==> config.mk <==
export PLATFORM = sky130hd
export DESIGN_NAME = thunderbird_light_controller
export DESIGN_NICKNAME = d
export VERILOG_FILES = /design/src/rtl/thunderbird_light_controller.sv
export SDC_FILE = /design/constraint.sdc
export NUM_CORES = 1
export LEC_CHECK = 0
export BUFFER_PORTS_ARGS = -buffer_cell sky130_fd_sc_hd__buf_2
export CAP_MARGIN = 20
export CORE_UTILIZATION = 54
export CTS_CLUSTER_DIAMETER = 30
export CTS_CLUSTER_SIZE = 16
export DETAILED_ROUTE_END_ITERATION = 12
export GPL_TIMING_DRIVEN = 0
export PLACE_DENSITY_LB_ADDON = 0.12
export SYNTH_ARGS = -nofsm -noshare
export SYNTH_HDL_FRONTEND = slang
export SYNTH_SLANG_ARGS = --single-unit
==> constraint.sdc <==
create_clock -name clock -period 1.89 [get_ports clock]
set_input_delay 0.189 -clock clock [delete_from_list [all_inputs] [get_ports clock]]
set_output_delay 0.189 -clock clock [all_outputs]
set_load 0.01 [all_outputs]
==> src/rtl/thunderbird_light_controller.sv <==
// Thunderbird tail-light sequencer: prescaled step strobe, turn/hazard FSM and brake overlay.
// Optional turn auto-cancel after MAX_CYCLES full sequences is built when TB_AUTOCANCEL_EN is defined.
module thunderbird_light_controller #(
  parameter int unsigned TICK_DIV   = 4,
  parameter int unsigned CNT_W      = 24,
  parameter int unsigned MAX_CYCLES = 8
) (
  input  logic clock,
  input  logic reset,
  input  logic B,
  input  logic L,
  input  logic R,
  input  logic H,
  output logic LA,
  output logic LB,
  output logic LC,
  output logic RA,
  output logic RB,
  output logic RC,
  output logic tick
);

  if (TICK_DIV < 2 || TICK_DIV > (1 << 24) || $clog2(TICK_DIV) > CNT_W ||
      MAX_CYCLES < 1 || MAX_CYCLES > 15) begin : g_bad_cfg
    $error("thunderbird_light_controller: illegal parameter set");
  end

  typedef enum logic [2:0] {
    S_IDLE = 3'd0,
    S_L1   = 3'd1,
    S_L2   = 3'd2,
    S_L3   = 3'd3,
    S_R1   = 3'd4,
    S_R2   = 3'd5,
    S_R3   = 3'd6,
    S_HAZ  = 3'd7
  } state_t;

  localparam logic [CNT_W-1:0] CNT_LAST = CNT_W'(TICK_DIV - 1);

  logic [CNT_W-1:0] cnt_q, cnt_d;
  logic             tick_q, tick_s;
  state_t           state_q, state_d;
  logic [2:0]       left_q, left_d;    // {LC, LB, LA}
  logic [2:0]       right_q, right_d;  // {RC, RB, RA}
  logic             haz_s, left_s, right_s;
  logic             cancel_l_s, cancel_r_s;
  logic             left_seq_s, right_seq_s, brake_en_s;

  assign tick_s  = (cnt_q == CNT_LAST);
  assign haz_s   = H | (L & R);
  assign left_s  = L & ~R & ~H;
  assign right_s = R & ~L & ~H;

  // Step prescaler: counts 0..TICK_DIV-1 and wraps on the strobe cycle.
  always_comb begin
    cnt_d = cnt_q;
    if (tick_s) begin
      cnt_d = '0;
    end else begin
      cnt_d = cnt_q + CNT_W'(1);
    end
  end

`ifdef TB_AUTOCANCEL_EN
  localparam logic [3:0] WRAP_MAX = 4'(MAX_CYCLES);

  logic [3:0] wraps_q, wraps_d;
  logic       side_q, side_d;  // side of the last turn request, 1 = right

  // Count completed sequences per side; any gap or direction change restarts the count.
  always_comb begin
    wraps_d = wraps_q;
    side_d  = side_q;
    if (tick_s) begin
      if (!left_s && !right_s) begin
        wraps_d = 4'd0;
      end else begin
        if (right_s != side_q) begin
          side_d  = right_s;
          wraps_d = 4'd0;
        end else begin
          wraps_d = wraps_q;
        end
        if (((state_q == S_L3) && left_s) || ((state_q == S_R3) && right_s)) begin
          if (wraps_d != 4'hF) begin
            wraps_d = wraps_d + 4'd1;
          end else begin
            wraps_d = wraps_d;
          end
        end else begin
          wraps_d = wraps_d;
        end
      end
    end else begin
      wraps_d = wraps_q;
    end
  end

  assign cancel_l_s = left_s  && !side_q && (wraps_q >= WRAP_MAX);
  assign cancel_r_s = right_s &&  side_q && (wraps_q >= WRAP_MAX);

  // Auto-cancel bookkeeping registers.
  always_ff @(posedge clock) begin
    if (reset) begin
      wraps_q <= 4'd0;
      side_q  <= 1'b0;
    end else begin
      wraps_q <= wraps_d;
      side_q  <= side_d;
    end
  end
`else
  assign cancel_l_s = 1'b0;
  assign cancel_r_s = 1'b0;
`endif

  // Next-state logic; the state only advances on the step strobe.
  always_comb begin
    state_d = state_q;
    if (tick_s) begin
      if (haz_s) begin
        state_d = (state_q == S_IDLE) ? S_HAZ : S_IDLE;
      end else begin
        case (state_q)
          S_IDLE: begin
            if (left_s && !cancel_l_s) begin
              state_d = S_L1;
            end else if (right_s && !cancel_r_s) begin
              state_d = S_R1;
            end else begin
              state_d = S_IDLE;
            end
          end
          S_L1:    state_d = left_s  ? S_L2 : S_IDLE;
          S_L2:    state_d = left_s  ? S_L3 : S_IDLE;
          S_R1:    state_d = right_s ? S_R2 : S_IDLE;
          S_R2:    state_d = right_s ? S_R3 : S_IDLE;
          S_L3:    state_d = S_IDLE;
          S_R3:    state_d = S_IDLE;
          S_HAZ:   state_d = S_IDLE;
          default: state_d = S_IDLE;
        endcase
      end
    end else begin
      state_d = state_q;
    end
  end

  assign left_seq_s  = (state_d == S_L1) || (state_d == S_L2) || (state_d == S_L3);
  assign right_seq_s = (state_d == S_R1) || (state_d == S_R2) || (state_d == S_R3);
  // Brake is ignored in hazard and in the all-off steps between hazard phases.
  assign brake_en_s  = B && (state_d != S_HAZ) && !((state_d == S_IDLE) && haz_s);

  // Lamp decode of the upcoming state with brake overlay on the non-sequencing side(s).
  always_comb begin
    left_d  = 3'b000;
    right_d = 3'b000;
    case (state_d)
      S_L1:    left_d  = 3'b001;
      S_L2:    left_d  = 3'b011;
      S_L3:    left_d  = 3'b111;
      S_R1:    right_d = 3'b001;
      S_R2:    right_d = 3'b011;
      S_R3:    right_d = 3'b111;
      S_HAZ: begin
        left_d  = 3'b111;
        right_d = 3'b111;
      end
      default: begin
        left_d  = 3'b000;
        right_d = 3'b000;
      end
    endcase
    if (brake_en_s) begin
      if (!left_seq_s) begin
        left_d = 3'b111;
      end else begin
        left_d = left_d;
      end
      if (!right_seq_s) begin
        right_d = 3'b111;
      end else begin
        right_d = right_d;
      end
    end else begin
      left_d  = left_d;
      right_d = right_d;
    end
  end

  // State, prescaler, strobe and lamp registers.
  always_ff @(posedge clock) begin
    if (reset) begin
      cnt_q   <= '0;
      tick_q  <= 1'b0;
      state_q <= S_IDLE;
      left_q  <= 3'b000;
      right_q <= 3'b000;
    end else begin
      cnt_q   <= cnt_d;
      tick_q  <= (cnt_d == CNT_LAST);
      state_q <= state_d;
      left_q  <= left_d;
      right_q <= right_d;
    end
  end

  assign tick = tick_q;
  assign LA   = left_q[0];
  assign LB   = left_q[1];
  assign LC   = left_q[2];
  assign RA   = right_q[0];
  assign RB   = right_q[1];
  assign RC   = right_q[2];

endmodule

==> results of run 1 <==
-- where the power goes --
part           switching (W)  leakage, nW  internal (W)
clock               0.000296       0.0683      0.000529
combinational       0.000166        0.780      0.000129
sequential         0.0000174        0.284      0.000735
total               0.000479         1.13       0.00139
-- sequential cells by signal, summed over array words and instances (netlist names) --
register and flops:
cnt_q 24, right_q 3, left_q 3, tick 1, state_q 3
-- what timing repair did --
| item | 4_1_cts | 5_1_grt |
|---|---|---|
| resized for setup | 47 | 25 |
| hold buffers | 0 | 0 |
| buffers inserted | 16 | 11 |
| pin swaps | 18 | 23 |
| setup endpoints to repair | 27 | 17 |
-- through the flow --
step                      total power [W]  TNS (ns)  area, um2  util, %  cells
after floorplan                  0.000922   -0.0144       2010        -    231
after global placement           0.000980     -7.89       2130     61.8    289
after detailed placement         0.000983     -7.58       2130     61.8    289
after CTS                         0.00183    -0.197       2560     74.3    310
after global routing              0.00193    -0.765       2720     79.1    320
final                             0.00187    -0.151       2720     79.1    320
-- kinds of logic (layout without fill, tap and decap cells) --
family	count (synthesis)	count (layout)	share of synthesized area (%)
AND/OR/NAND/NOR	115	115	35.7
flip-flops	34	34	34.1
adder cells (fa/ha/maj)	1	1	0.626
XOR/XNOR	25	25	11.0
buffers and inverters	16	59	4.20
AO/OA/AOI/OAI	40	40	14.4
-- routing by layer --
metal	track usage [%]	vias to the layer above	part of all wire (%)
li1	-	925	-
met1	36.0	907	44
met2	39.1	79	46
met3	5.29	19	6.9
met4	12.8	0	2.4
met5	0	-	0
-- final cells by class --
type / instances / area share, %
Buffer: 7 / 2.25
Clock buffer: 5 / 2.53
Clock inverter: 3 / 2.53
Inverter: 5 / 0.689
Multi-Input combinational cell: 181 / 53.7
Sequential cell: 34 / 26.3
Tap cell: 46 / 2.11
Timing Repair Buffer: 39 / 9.92
-- cells in the final DEF (no fill, tap or decap), types with 3 or more instances in the layout --
| cell type | Yosys | layout |
|---|---|---|
| nor2b_1 | 3 | 3 |
| nor3_4 | 1 | 5 |
| dfxtp_2 | 0 | 5 |
| nand3_1 | 13 | 9 |
| a21oi_1 | 7 | 7 |
| inv_1 | 5 | 5 |
| buf_4 | 3 | 26 |
| nand2_1 | 9 | 8 |
| nand4_1 | 6 | 6 |
| dfxtp_4 | 0 | 8 |
| dfxtp_1 | 34 | 21 |
| nor4_4 | 3 | 5 |
| clkbuf_8 | 0 | 5 |
| xnor2_1 | 14 | 14 |
| o21ai_0 | 6 | 5 |
| nor2_1 | 34 | 33 |
| nor4_1 | 6 | 5 |
| and3_1 | 8 | 8 |
| and2_1 | 3 | 3 |
| buf_6 | 1 | 6 |
| buf_2 | 4 | 13 |
| xor2_1 | 11 | 11 |
| nor3_1 | 7 | 4 |
| a31oi_1 | 3 | 3 |
-- worst max-delay path by stage --
stage	start	endpoint	slack, ns
2_1_floorplan	cnt_q[0]$_SDFF_PP0_	tick$_SDFF_PP0_	-0.01
3_3_place_gp	cnt_q[20]$_SDFF_PP0_	cnt_q[21]$_SDFF_PP0_	-0.52
3_5_place_dp	cnt_q[20]$_SDFF_PP0_	cnt_q[20]$_SDFF_PP0_	-0.50
4_1_cts	cnt_q[9]$_SDFF_PP0_	left_q[0]$_SDFF_PP0_	-0.07
5_1_grt	cnt_q[10]$_SDFF_PP0_	left_q[0]$_SDFF_PP0_	-0.15
6_report	cnt_q[10]$_SDFF_PP0_	left_q[0]$_SDFF_PP0_	-0.06
-- worst max-delay path: stages (launching register included) --
cell and delay, ns:
dfxtp_4 0.37, nor4_4 0.33, nand4_4 0.21, and4b_2 0.40
a2bb2oi_4 0.22, nor4_4 0.08, nor4_2 0.25
==> impl_metrics.env, run 1 <==
export IMPL_dr_pass1_iters=4
export IMPL_area_growth_pct=36.4
export IMPL_path_clk_slew_ns=0.07
export IMPL_r2r_start="cnt_q[10]$_SDFF_PP0_"
export IMPL_finClkSkew_ns=0.00866
export IMPL_crit_path_max_fanout=7
export IMPL_grt_pass1_wl_mm=8.16
export IMPL_yosysSeqAreaShare_pct=34.1
export IMPL_wire_per_inst_um=17.0
export IMPL_drtAntennaViolNets=0
export IMPL_synth_top_area_share_pct=34.1
export IMPL_cts_buffers=5
export IMPL_drc=0
export IMPL_rrSetupSlack_ns=-0.06
export IMPL_vias=1930
export IMPL_start_util_pct=58.0
export IMPL_synth_edf_count=0
export IMPL_cts_root_buf="clkbuf_8"
export IMPL_hpwl_mm=3.06
export IMPL_report_final_hold_viol_count=0
export IMPL_synth_nets=238
export IMPL_avgViaCountPerCell=6.03
export IMPL_ff2ff_path_depth=6
export IMPL_cts_tree="done"
export IMPL_slew_viol_final=0
export IMPL_hold_depth=3
export IMPL_syn_area_per_cell_um2=8.64
export IMPL_die_y_um=62.8
export IMPL_p_per_area_nw_per_um2=687
export IMPL_min_period_ns=1.95
export IMPL_seq_area_um2=717
export IMPL_violations="negative setup slack"
export IMPL_outcome="complete, but fails checks"
export IMPL_cts_max_path_buffers=2
export IMPL_max_freq_mhz=513
export IMPL_setup_ws_ns=-0.0591
export IMPL_synthTopCellsByArea="dfxtp_1 (34%), nor2_1 (6.4%), xnor2_1 (6.1%)"
export IMPL_final_fill_count=201
export IMPL_num_antenna_cells=0
export IMPL_core_area_um2=3440
export IMPL_critPathArrivalTime_ns=2.16
export IMPL_dp_slack_ns=-0.503
export IMPL_max_slew_margin_pct=61.8
export IMPL_gr_total_overflow=0
export IMPL_synth_cell_types=55
export IMPL_rows=21
export IMPL_drt_iter0_markers=176
export IMPL_multi_input_area_um2=1460
export IMPL_yosys_warnings=0
export IMPL_synth_ff_type="dfxtp_1"
export IMPL_cp_required_ns=2.10
export IMPL_netlist_instances=231
export IMPL_io_pin_count=13
export IMPL_min_period_over_period_pct=103
export IMPL_antenna_found_initial=0
export IMPL_grt_pass1_vias=1722
export IMPL_place_congestion=0.878
export IMPL_dieArea_um2=3950
export IMPL_whs_endpoint="left_q[2]$_SDFF_PP0_"
export IMPL_worstSetupPathType="register to register"
export IMPL_ir_drop_v=0.000528
export IMPL_setup_viol=4
export IMPL_cp_end_kind="register"
export IMPL_cap_violations=0
export IMPL_synth_seq_cells=34
export IMPL_grt_max_degree=13
export IMPL_grt_use_total_pct=26.3
export IMPL_rr_endpoint="left_q[0]$_SDFF_PP0_"
export IMPL_rsz0062_at_grt="true"
export IMPL_total_leakage_power_nw=1.13
export IMPL_drive_gt1_share_pct=39.4
export IMPL_synthArstFlopShare_pct=0
export IMPL_portBuffers=12
export IMPL_cts_htree_levels=2
export IMPL_fin_nets=280
export IMPL_hp_class="input pin to register"
export IMPL_synthesis_area_um2=2000
export IMPL_synthTopCellsByCount="dfxtp_1 (34), nor2_1 (34), xnor2_1 (14), nand3_1 (13), xor2_1 (11)"
export IMPL_min_from="B"
export IMPL_worst_pin_slew_ns=0.573
export IMPL_start_kind="register"
export IMPL_wl_mm=5.43
export IMPL_hold_slack_ns=0.251
export IMPL_dieWidth_um=62.8
export IMPL_cts_sinks=34
export IMPL_synth_area_leader_cell="dfxtp_1"
export IMPL_clk_latency_ns=0.30
No activity file was read; power rests on OpenSTA's default activity.
==> run 2, diff against run 1 <==
Settings changed: SETUP_SLACK_MARGIN set to 0.3.
==> run 2 against run 1 <==
  * The flow still finishes with violations (negative setup slack)
  * Setup slack worse by 0.12 ns
  * Design area decreased by 0.18%
  * Sequential cell count unchanged
  * Wire length is 10% lower
  * Global-route usage up 1.2 points
  * Clock power is 34% lower
  * Largest cell class unchanged
  * Via count decreased by 4.1%
  * Fmax decreased by 5.9%
==> impl_metrics.env, run 2 (synthesized netlist as in run 1, its figures left out) <==
export IMPL_dieArea_um2=3950
export IMPL_cp_end_kind="register"
export IMPL_cpPeakStageDelay_ns=0.32
export IMPL_cts_root_buf="clkbuf_8"
export IMPL_hold_buffers=0
export IMPL_max_slew_margin_pct=62.7
export IMPL_rrSetupSlack_ns=-0.18
export IMPL_wl_mm=4.86
export IMPL_ff2ff_path_depth=8
export IMPL_vias=1850
export IMPL_grt_pass1_vias=1781
export IMPL_cts_buffers=5
export IMPL_finClkSkew_ns=0.0104
export IMPL_path_clk_slew_ns=0.07
export IMPL_total_leakage_power_nw=1.11
export IMPL_ir_drop_v=0.000421
export IMPL_wire_per_inst_um=15.1
export IMPL_final_cell_mix="nor2_1 (29), dfxtp_1 (23), buf_4 (18)"
export IMPL_setup_ws_ns=-0.182
export IMPL_hp_class="input pin to register"
export IMPL_dieWidth_um=62.8
export IMPL_clk_latency_ns=0.29
export IMPL_grt_max_degree=11
export IMPL_critPathArrivalTime_ns=2.26
export IMPL_report_final_hold_viol_count=0
export IMPL_r2r_start="cnt_q[7]$_SDFF_PP0_"
export IMPL_setup_viol=6
export IMPL_min_period_ns=2.07
export IMPL_power_total_w=0.00162
export IMPL_drc=0
export IMPL_p_per_area_nw_per_um2=595
export IMPL_cp_startpoint="cnt_q[7]$_SDFF_PP0_"
export IMPL_core_area_um2=3440
export IMPL_slowest_stage="dfxtp_2"
export IMPL_rows=21
export IMPL_fin_nets=282
export IMPL_largest_register_ffs=24
export IMPL_portBuffers=12
export IMPL_slew_viol_final=0
export IMPL_avgViaCountPerCell=5.75
export IMPL_worstPathCellList="buf_6, nor4_4, nand4_4, or2_4, o31ai_4, buf_6, nor4_4, nor4_2"
export IMPL_min_period_over_period_pct=110
export IMPL_cts_sinks=34
export IMPL_violations="negative setup slack"
export IMPL_crit_path_max_fanout=6
export IMPL_rr_endpoint="left_q[0]$_SDFF_PP0_"
export IMPL_start_kind="register"
export IMPL_endpoint="left_q[0]$_SDFF_PP0_"
export IMPL_worst_pin_slew_ns=0.560
export IMPL_place_congestion=0.835
export IMPL_dr_pass1_iters=4
export IMPL_area_growth_pct=36.2
export IMPL_hold_slack_ns=0.240
export IMPL_max_freq_mhz=483
export IMPL_top_register="cnt_q"
export IMPL_antenna_found_initial=0
export IMPL_drtAntennaViolNets=0
export IMPL_final_common_cell="nor2_1"
export IMPL_cts_tree="done"
export IMPL_io_pin_count=13
export IMPL_hpwl_mm=3.06
export IMPL_drt_iter0_markers=159
export IMPL_drive_gt1_share_pct=39.1
export IMPL_cp_required_ns=2.07
export IMPL_grt_use_total_pct=27.5
export IMPL_gr_total_overflow=0
export IMPL_grt_pass1_wl_mm=8.42
export IMPL_die_y_um=62.8
export IMPL_outcome="complete, but fails checks"
export IMPL_cts_max_path_buffers=2
export IMPL_start_util_pct=58.0
export IMPL_cap_violations=0
export IMPL_cts_htree_levels=2
export IMPL_worstSetupPathType="register to register"
export IMPL_rsz0062_at_grt="true"
export IMPL_num_antenna_cells=0
## run 2: stage by stage
stage | std cells | setup WS [ns] | utilization [%] | TNS, ns | cell area [um2]
2_1_floorplan | 231 | 0.0607 | - | 0 | 2100
3_3_place_gp | 289 | -0.263 | 64.5 | -2.10 | 2220
3_5_place_dp | 289 | -0.246 | 64.5 | -2.11 | 2220
4_1_cts | 317 | -0.155 | 76.7 | -0.638 | 2640
5_1_grt | 322 | -0.246 | 79.0 | -1.46 | 2720
6_report | 322 | -0.182 | 79.0 | -0.569 | 2720
## run 2: timing repair
item                                    CTS  global route
pin swaps                                16             7
gates resized for setup                  45            11
setup buffers                            19             5
endpoints found under the setup margin   31            30
cloned                                    1             0
## run 2: critical path: cells and delay by family, from the launching register on
kind | cells | cell delay [ns]
flops | 1 | 0.32
compound gates | 1 | 0.22
buf+inv | 2 | 0.28
simple gates | 5 | 1.14
## run 2: layout make-up
| class | count | area (um2) |
|---|---|---|
| multi-input cells | 181 | 1450 |
| fillers | 229 | 723 |
| flip-flops and latches | 34 | 709 |
| repair buffers | 37 | 280 |
| plain buffers | 11 | 116 |
| clock buffers | 7 | 86.3 |
| well taps | 46 | 57.6 |
| inverters | 5 | 18.8 |
| clock inverters | 1 | 5.00 |
## run 2: worst min path at each step
stage          cells after the start  slack [ns]                   end           startpoint
2_1_floorplan                      2        0.34  left_q[2]$_SDFF_PP0_                    B
3_3_place_gp                       1        0.46   cnt_q[0]$_SDFF_PP0_  cnt_q[0]$_SDFF_PP0_
3_5_place_dp                       1        0.47   cnt_q[0]$_SDFF_PP0_  cnt_q[0]$_SDFF_PP0_
4_1_cts                            3        0.23  left_q[2]$_SDFF_PP0_                    B
5_1_grt                            3        0.24  left_q[2]$_SDFF_PP0_                    B
6_report                           3        0.24  left_q[2]$_SDFF_PP0_                    B
## run 2: routing by layer
metal  GRT usage [%]  wire length, um
met4            7.56               62
met2            42.7             2280
met1            38.1             2340
met5               0                0
met3            5.84              183
## run 2: power by group
group | total (W) | switching [W] | internal [W]
registers | 0.000761 | 0.0000225 | 0.000738
clock network | 0.000547 | 0.000254 | 0.000294
logic | 0.000310 | 0.000162 | 0.000149
